$ cat config.mk
export PLATFORM = sky130hd
export DESIGN_NAME = rtc_seq_ctrl_flat
export DESIGN_NICKNAME = d
export VERILOG_FILES = /design/src/rtl/rtc_seq_ctrl_if.sv /design/src/rtl/rtc_seq_ctrl.sv /design/src/flat_wrapper.sv
export SDC_FILE = /design/constraint.sdc
export NUM_CORES = 1
export LEC_CHECK = 0
export BUFFER_PORTS_ARGS = -buffer_cell sky130_fd_sc_hd__clkbuf_2
export CORE_UTILIZATION = 60
export DETAILED_ROUTE_END_ITERATION = 16
export GPL_ROUTABILITY_DRIVEN = 1
export PLACE_DENSITY = 0.82
export SLEW_MARGIN = 20
export SYNTH_ARGS = -nofsm -noshare
export SYNTH_HDL_FRONTEND = slang
export SYNTH_SLANG_ARGS = --single-unit
$ cat constraint.sdc
create_clock -name clk -period 4.1 [get_ports clk]
set_input_delay 0.41 -clock clk [delete_from_list [all_inputs] [get_ports clk]]
set_output_delay 0.41 -clock clk [all_outputs]
set_load 0.005 [all_outputs]
$ cat src/rtl/rtc_seq_ctrl_if.sv
// rtc_seq_ctrl_if: handshake bundle between the RTC sequencer and its peers.
// slave = controller side, master = engines / user-edit side.
interface rtc_seq_ctrl_if #(
  parameter int NUM_FIELDS = 3,
  parameter int SEL_W = (NUM_FIELDS > 1) ? $clog2(NUM_FIELDS) : 1
);
  logic                  init_done;
  logic                  op_done;
  logic [NUM_FIELDS-1:0] change_req;
  logic                  init_en;
  logic                  read_en;
  logic                  write_en;
  logic [SEL_W-1:0]      write_sel;
  logic [NUM_FIELDS-1:0] change_ack;
  logic [NUM_FIELDS-1:0] pending;
  logic                  busy;
  logic                  timeout_err;

  modport slave (
    input  init_done,
    input  op_done,
    input  change_req,
    output init_en,
    output read_en,
    output write_en,
    output write_sel,
    output change_ack,
    output pending,
    output busy,
    output timeout_err
  );

  modport master (
    output init_done,
    output op_done,
    output change_req,
    input  init_en,
    input  read_en,
    input  write_en,
    input  write_sel,
    input  change_ack,
    input  pending,
    input  busy,
    input  timeout_err
  );
endinterface

$ cat src/rtl/rtc_seq_ctrl.sv
// rtc_seq_ctrl: RTC init / periodic read / queued write sequencer with watchdog.
// Ports: clk, reset (sync, active-high), bus (rtc_seq_ctrl_if.slave).
// Option: RTC_SEQ_RR_EN selects round-robin arbitration (default fixed priority).
module rtc_seq_ctrl #(
  parameter int NUM_FIELDS  = 3,
  parameter int READ_PERIOD = 1000,
  parameter int TIMEOUT     = 4096
) (
  input logic          clk,
  input logic          reset,
  rtc_seq_ctrl_if.slave bus
);
  localparam int SEL_W = (NUM_FIELDS > 1) ? $clog2(NUM_FIELDS) : 1;
  localparam int PER_W = $clog2(READ_PERIOD);
  localparam int WD_W  = $clog2(TIMEOUT);

  localparam logic [PER_W-1:0] PER_LAST = PER_W'(READ_PERIOD - 1);
  localparam logic [WD_W-1:0]  WD_LAST  = WD_W'(TIMEOUT - 1);

  typedef enum logic [1:0] {
    S_INIT,
    S_IDLE,
    S_READ,
    S_WRITE
  } state_t;

  state_t                state;
  logic [NUM_FIELDS-1:0] pend_q;
  logic [NUM_FIELDS-1:0] ack_q;
  logic [SEL_W-1:0]      sel_q;
  logic [PER_W-1:0]      per_q;
  logic [WD_W-1:0]       wd_q;
  logic                  tmo_q;

  logic [SEL_W-1:0]      grant;
  logic [NUM_FIELDS-1:0] sel_oh;
  logic [NUM_FIELDS-1:0] clr;
  logic                  wd_last;

  assign sel_oh  = NUM_FIELDS'(1) << sel_q;
  assign wd_last = (wd_q == WD_LAST);

  // Completed write clears its bit; a same-cycle request re-sets it.
  always_comb begin
    clr = '0;
    if (state == S_WRITE && bus.op_done)
      clr = sel_oh;
  end

`ifdef RTC_SEQ_RR_EN
  logic [SEL_W-1:0] last_q;
  logic [SEL_W-1:0] idx;

  // Scan downward so the nearest index after last_q wins.
  always_comb begin
    grant = '0;
    idx   = '0;
    for (int k = NUM_FIELDS; k >= 1; k--) begin
      idx = SEL_W'((int'(last_q) + k) % NUM_FIELDS);
      if (pend_q[idx])
        grant = idx;
    end
  end
`else
  always_comb begin
    grant = '0;
    for (int i = NUM_FIELDS - 1; i >= 0; i--) begin
      if (pend_q[i])
        grant = SEL_W'(i);
    end
  end
`endif

  always_ff @(posedge clk) begin
    if (reset) begin
      state  <= S_INIT;
      pend_q <= '0;
      ack_q  <= '0;
      sel_q  <= '0;
      per_q  <= '0;
      wd_q   <= '0;
      tmo_q  <= 1'b0;
`ifdef RTC_SEQ_RR_EN
      last_q <= SEL_W'(NUM_FIELDS - 1);
`endif
    end else begin
      ack_q  <= '0;
      tmo_q  <= 1'b0;
      pend_q <= (pend_q & ~clr) | bus.change_req;
      unique case (state)
        S_INIT: begin
          if (bus.init_done) begin
            state <= S_IDLE;
            per_q <= '0;
            wd_q  <= '0;
          end else if (wd_last) begin
            tmo_q <= 1'b1;
            wd_q  <= '0;
          end else begin
            wd_q <= wd_q + 1'b1;
          end
        end
        S_IDLE: begin
          if (|pend_q) begin
            state <= S_WRITE;
            sel_q <= grant;
            wd_q  <= '0;
`ifdef RTC_SEQ_RR_EN
            last_q <= grant;
`endif
          end else if (per_q == PER_LAST) begin
            state <= S_READ;
            wd_q  <= '0;
          end else begin
            per_q <= per_q + 1'b1;
          end
        end
        S_READ: begin
          if (bus.op_done) begin
            state <= S_IDLE;
            per_q <= '0;
            wd_q  <= '0;
          end else if (wd_last) begin
            state <= S_INIT;
            tmo_q <= 1'b1;
            wd_q  <= '0;
          end else begin
            wd_q <= wd_q + 1'b1;
          end
        end
        S_WRITE: begin
          if (bus.op_done) begin
            state <= S_READ;
            ack_q <= sel_oh;
            wd_q  <= '0;
          end else if (wd_last) begin
            state <= S_INIT;
            tmo_q <= 1'b1;
            wd_q  <= '0;
          end else begin
            wd_q <= wd_q + 1'b1;
          end
        end
      endcase
    end
  end

  assign bus.init_en     = (state == S_INIT);
  assign bus.read_en     = (state == S_READ);
  assign bus.write_en    = (state == S_WRITE);
  assign bus.busy        = (state != S_IDLE);
  assign bus.write_sel   = sel_q;
  assign bus.change_ack  = ack_q;
  assign bus.pending     = pend_q;
  assign bus.timeout_err = tmo_q;
endmodule

$ cat src/flat_wrapper.sv
// flat-port wrapper written by rule: the top's interface ports become plain ports
module rtc_seq_ctrl_flat 
#(
  parameter int NUM_FIELDS  = 3,
  parameter int READ_PERIOD = 1000,
  parameter int TIMEOUT     = 4096
)
  (clk, reset, bus_init_done, bus_op_done, bus_change_req, bus_init_en, bus_read_en, bus_write_en, bus_write_sel, bus_change_ack, bus_pending, bus_busy, bus_timeout_err);
  rtc_seq_ctrl_if #(.NUM_FIELDS(NUM_FIELDS)) bus_i ();
  input logic clk;
  input logic reset;
  input wire logic [$bits(bus_i.init_done)-1:0] bus_init_done;
  input wire logic [$bits(bus_i.op_done)-1:0] bus_op_done;
  input wire logic [$bits(bus_i.change_req)-1:0] bus_change_req;
  output wire logic [$bits(bus_i.init_en)-1:0] bus_init_en;
  output wire logic [$bits(bus_i.read_en)-1:0] bus_read_en;
  output wire logic [$bits(bus_i.write_en)-1:0] bus_write_en;
  output wire logic [$bits(bus_i.write_sel)-1:0] bus_write_sel;
  output wire logic [$bits(bus_i.change_ack)-1:0] bus_change_ack;
  output wire logic [$bits(bus_i.pending)-1:0] bus_pending;
  output wire logic [$bits(bus_i.busy)-1:0] bus_busy;
  output wire logic [$bits(bus_i.timeout_err)-1:0] bus_timeout_err;
  assign bus_i.init_done = bus_init_done;
  assign bus_i.op_done = bus_op_done;
  assign bus_i.change_req = bus_change_req;
  assign bus_init_en = bus_i.init_en;
  assign bus_read_en = bus_i.read_en;
  assign bus_write_en = bus_i.write_en;
  assign bus_write_sel = bus_i.write_sel;
  assign bus_change_ack = bus_i.change_ack;
  assign bus_pending = bus_i.pending;
  assign bus_busy = bus_i.busy;
  assign bus_timeout_err = bus_i.timeout_err;
  rtc_seq_ctrl #(.NUM_FIELDS(NUM_FIELDS), .READ_PERIOD(READ_PERIOD), .TIMEOUT(TIMEOUT)) u_core (.clk(clk), .reset(reset), .bus(bus_i));
endmodule
==> flow_summary.ini <==
[status]
outcome = finished, final reports clean

[yosys]
yosysTopAreaCell = dfxtp_1
synth-main-ff-cell = dfxtp_1
synth_area_leaders = dfxtp_1, nor2_1, a21oi_1, o21ai_0, nand3_1
yosys_warnings = 0
postSynthCellCount = 195
synth.most_common_cell = dfxtp_1
yosysSeqAreaShare_pct = 40.40
synth.distinct_cells = 53
ys_ff_latch = 33
synthTopCellsByCount = dfxtp_1, nor2_1, a21oi_1, o21ai_0, nand2_1
synth_area_per_cell_sq_um = 8.386
synth_nets = 204
syn-cell-area_sq_um = 1635
synth-edff-count = 0
synth.top_cell.area_share_pct = 40.40
ys_async_sr_fraction_pct = 0

[setup_path]
cp_data_arrival_time_ps = 2540
startpoint_type = flop
worstRegToRegCells = 6
cp_data_required_time_ps = 4330
path_class = flop to flop
rr_startpoint = u_core.state[0]
end_kind = flop
ff2ff_setup_slack_ps = 1800
cp_max_fo = 12
rr_endpoint = u_core.state[0]

[clock_tree]
cts-root-buf = clkbuf_4
clkSinkCount = 33
cts_tree = built
clockBufferDepth = 2
ctsHoldBuffers = 0
cts.repair.resized = 0
cts_setup_buffers = 0
cts.clk_slew.worst_paths_ps = 100
htreeDepth = 2
cts_buffers = 5
clk_latency_ps = 330

[grt]
grt_pass1_wl_microns = 5444
first_global_vias = 1265
grt_max_degree = 23
grt.total_usage_pct = 26.28
overflow = 0
antenna_found_initial = 0

[pwr]
ir_drop_mv = 0.2353
total_power_mw = 0.6344
p_leak_nw = 0.6108
p_per_area_nw_per_um2 = 356.1

[cells_and_area]
regArea_sq_um = 660.6
nets = 222
instances_no_fill = 243
drive_above_1_share_pct = 18.31
n_antenna_cell = 0
multi_input_area_sq_um = 907.1
area_delta_synth_final_pct = 8.952
nFillCells = 224

[sta]
setup_viol = 0
clock_skew_ps = 13.34
slew_headroom_pct = 49.85
final_hold_viol_count = 0
tightest_slew_ps = 749.5
period_needed_ps = 2305
finalMaxSlewViolations = 0
fin_setup_tns_ps = 0
fin_crit_sh_pct = 56.21
fmax_mhz = 433.9
rsz0062_at_grt = false

[drt]
first_pass_iters = 4
drt-total-wl_microns = 3432
drt_iter0_markers = 69
ant_nets = 0
drc = 0
wl_per_cell_microns = 14.12
vias = 1508
vias_per_cell = 6.206

[min_path]
hp-start = bus_change_req[2]
min_to = u_core.bus.pending[2]
holdPathStages = 3
hold_class = input port to flop

[die]
dieHeight_microns = 54.21
die_w_microns = 54.21
die_area_sq_um = 2938
rows = 18
start_util_pct = 64.83
ioPinCount = 20
core_sq_um = 2522

[job]
drv_cap = 0

[placed_design]
port_buffers = 19
dpl.hpwl_microns = 2461
dpl.cell_count = 236
gp_congestion = 0.8601
==> stage by stage <==
stage                     setup WS [ps]  hold slack [ps]  utilization [%]  area (sq um)
final                              1795            279.3            70.63          1782
after global routing               1587            295.7            70.63          1782
after CTS                          1837            271.5            70.63          1782
after global placement             2005            473.4            68.45          1727
after floorplan                    2435            449.6                -          1635
after detailed placement           1855            479.4            68.45          1727
==> area by class of cell <==
cell class                      instances  share of cell area [%]
Multi-Input combinational cell        147                   50.91
Timing Repair Buffer                   19                   5.337
Clock buffer                            7                   3.090
Tap cell                               30                   2.107
Sequential cell                        33                   37.08
Inverter                                7                   1.475
==> cell families after synthesis <==
group / after synthesis / synth area share (%)
AOI/OAI and AO/OA: 55 / 21.81
DFF: 33 / 40.40
adders and majority gates: 2 / 1.530
buffers and inverters: 15 / 4.131
xor gates and xnor gates: 5 / 2.678
and+or+nand+nor: 85 / 29.46
==> how the worst max path moves through the flow <==
stage                                from              end  slack [ps]
after floorplan           u_core.per_q[0]   u_core.wd_q[7]        2430
after global placement    u_core.state[0]  u_core.state[0]        2000
after detailed placement  u_core.state[0]  u_core.state[0]        1850
after CTS                 u_core.state[0]  u_core.state[0]        1840
after global routing      u_core.state[0]  u_core.state[0]        1590
final                     u_core.state[0]  u_core.state[0]        1800
==> registers in the layout, summed over array words and instances (netlist names) <==
| register | flops |
|---|---|
| u_core.state | 2 |
| u_core.per_q | 10 |
| u_core.bus.write_sel | 2 |
| u_core.bus.change_ack | 3 |
| u_core.bus.pending | 3 |
| u_core.bus.timeout_err | 1 |
| u_core.wd_q | 12 |
==> per-layer routing <==
metal | GRT usage, % | routed length, microns
met1 | 33.33 | 1581
met2 | 41.26 | 1557
met3 | 6.497 | 248
met4 | 12.39 | 45
met5 | 0 | 0
==> cell usage in the layout (no fill, tap or decap), types with 2 or more instances in the layout <==
cell      instances
xnor2_1           4
a21oi_1          15
nand2_1          13
nand4b_1          2
ha_1              2
a22oi_1           2
clkbuf_4          5
nand3_1          10
a211oi_1          5
dfxtp_1          33
and2_1            2
nor4_1            2
o21ai_1           2
clkbuf_2         19
inv_1             6
o21ai_0          14
nor2_1           25
nor3_1            8
nand4_1           6
or3_1             2
a31oi_1           3
==> where the power goes <==
part           total [mW]  switching (mW)  internal [mW]
registers           0.349          0.0192          0.329
logic               0.101          0.0647         0.0359
clock network       0.185           0.104         0.0809
total               0.634           0.188          0.446
==> worst max-delay path: stages, from the launching register on <==
cell     delay, ps
dfxtp_1        640
inv_2          130
nor2_1         280
inv_1          140
nor2_1         610
nor3_1         140
a32o_1         260
No activity file was read; power rests on OpenSTA's default activity.
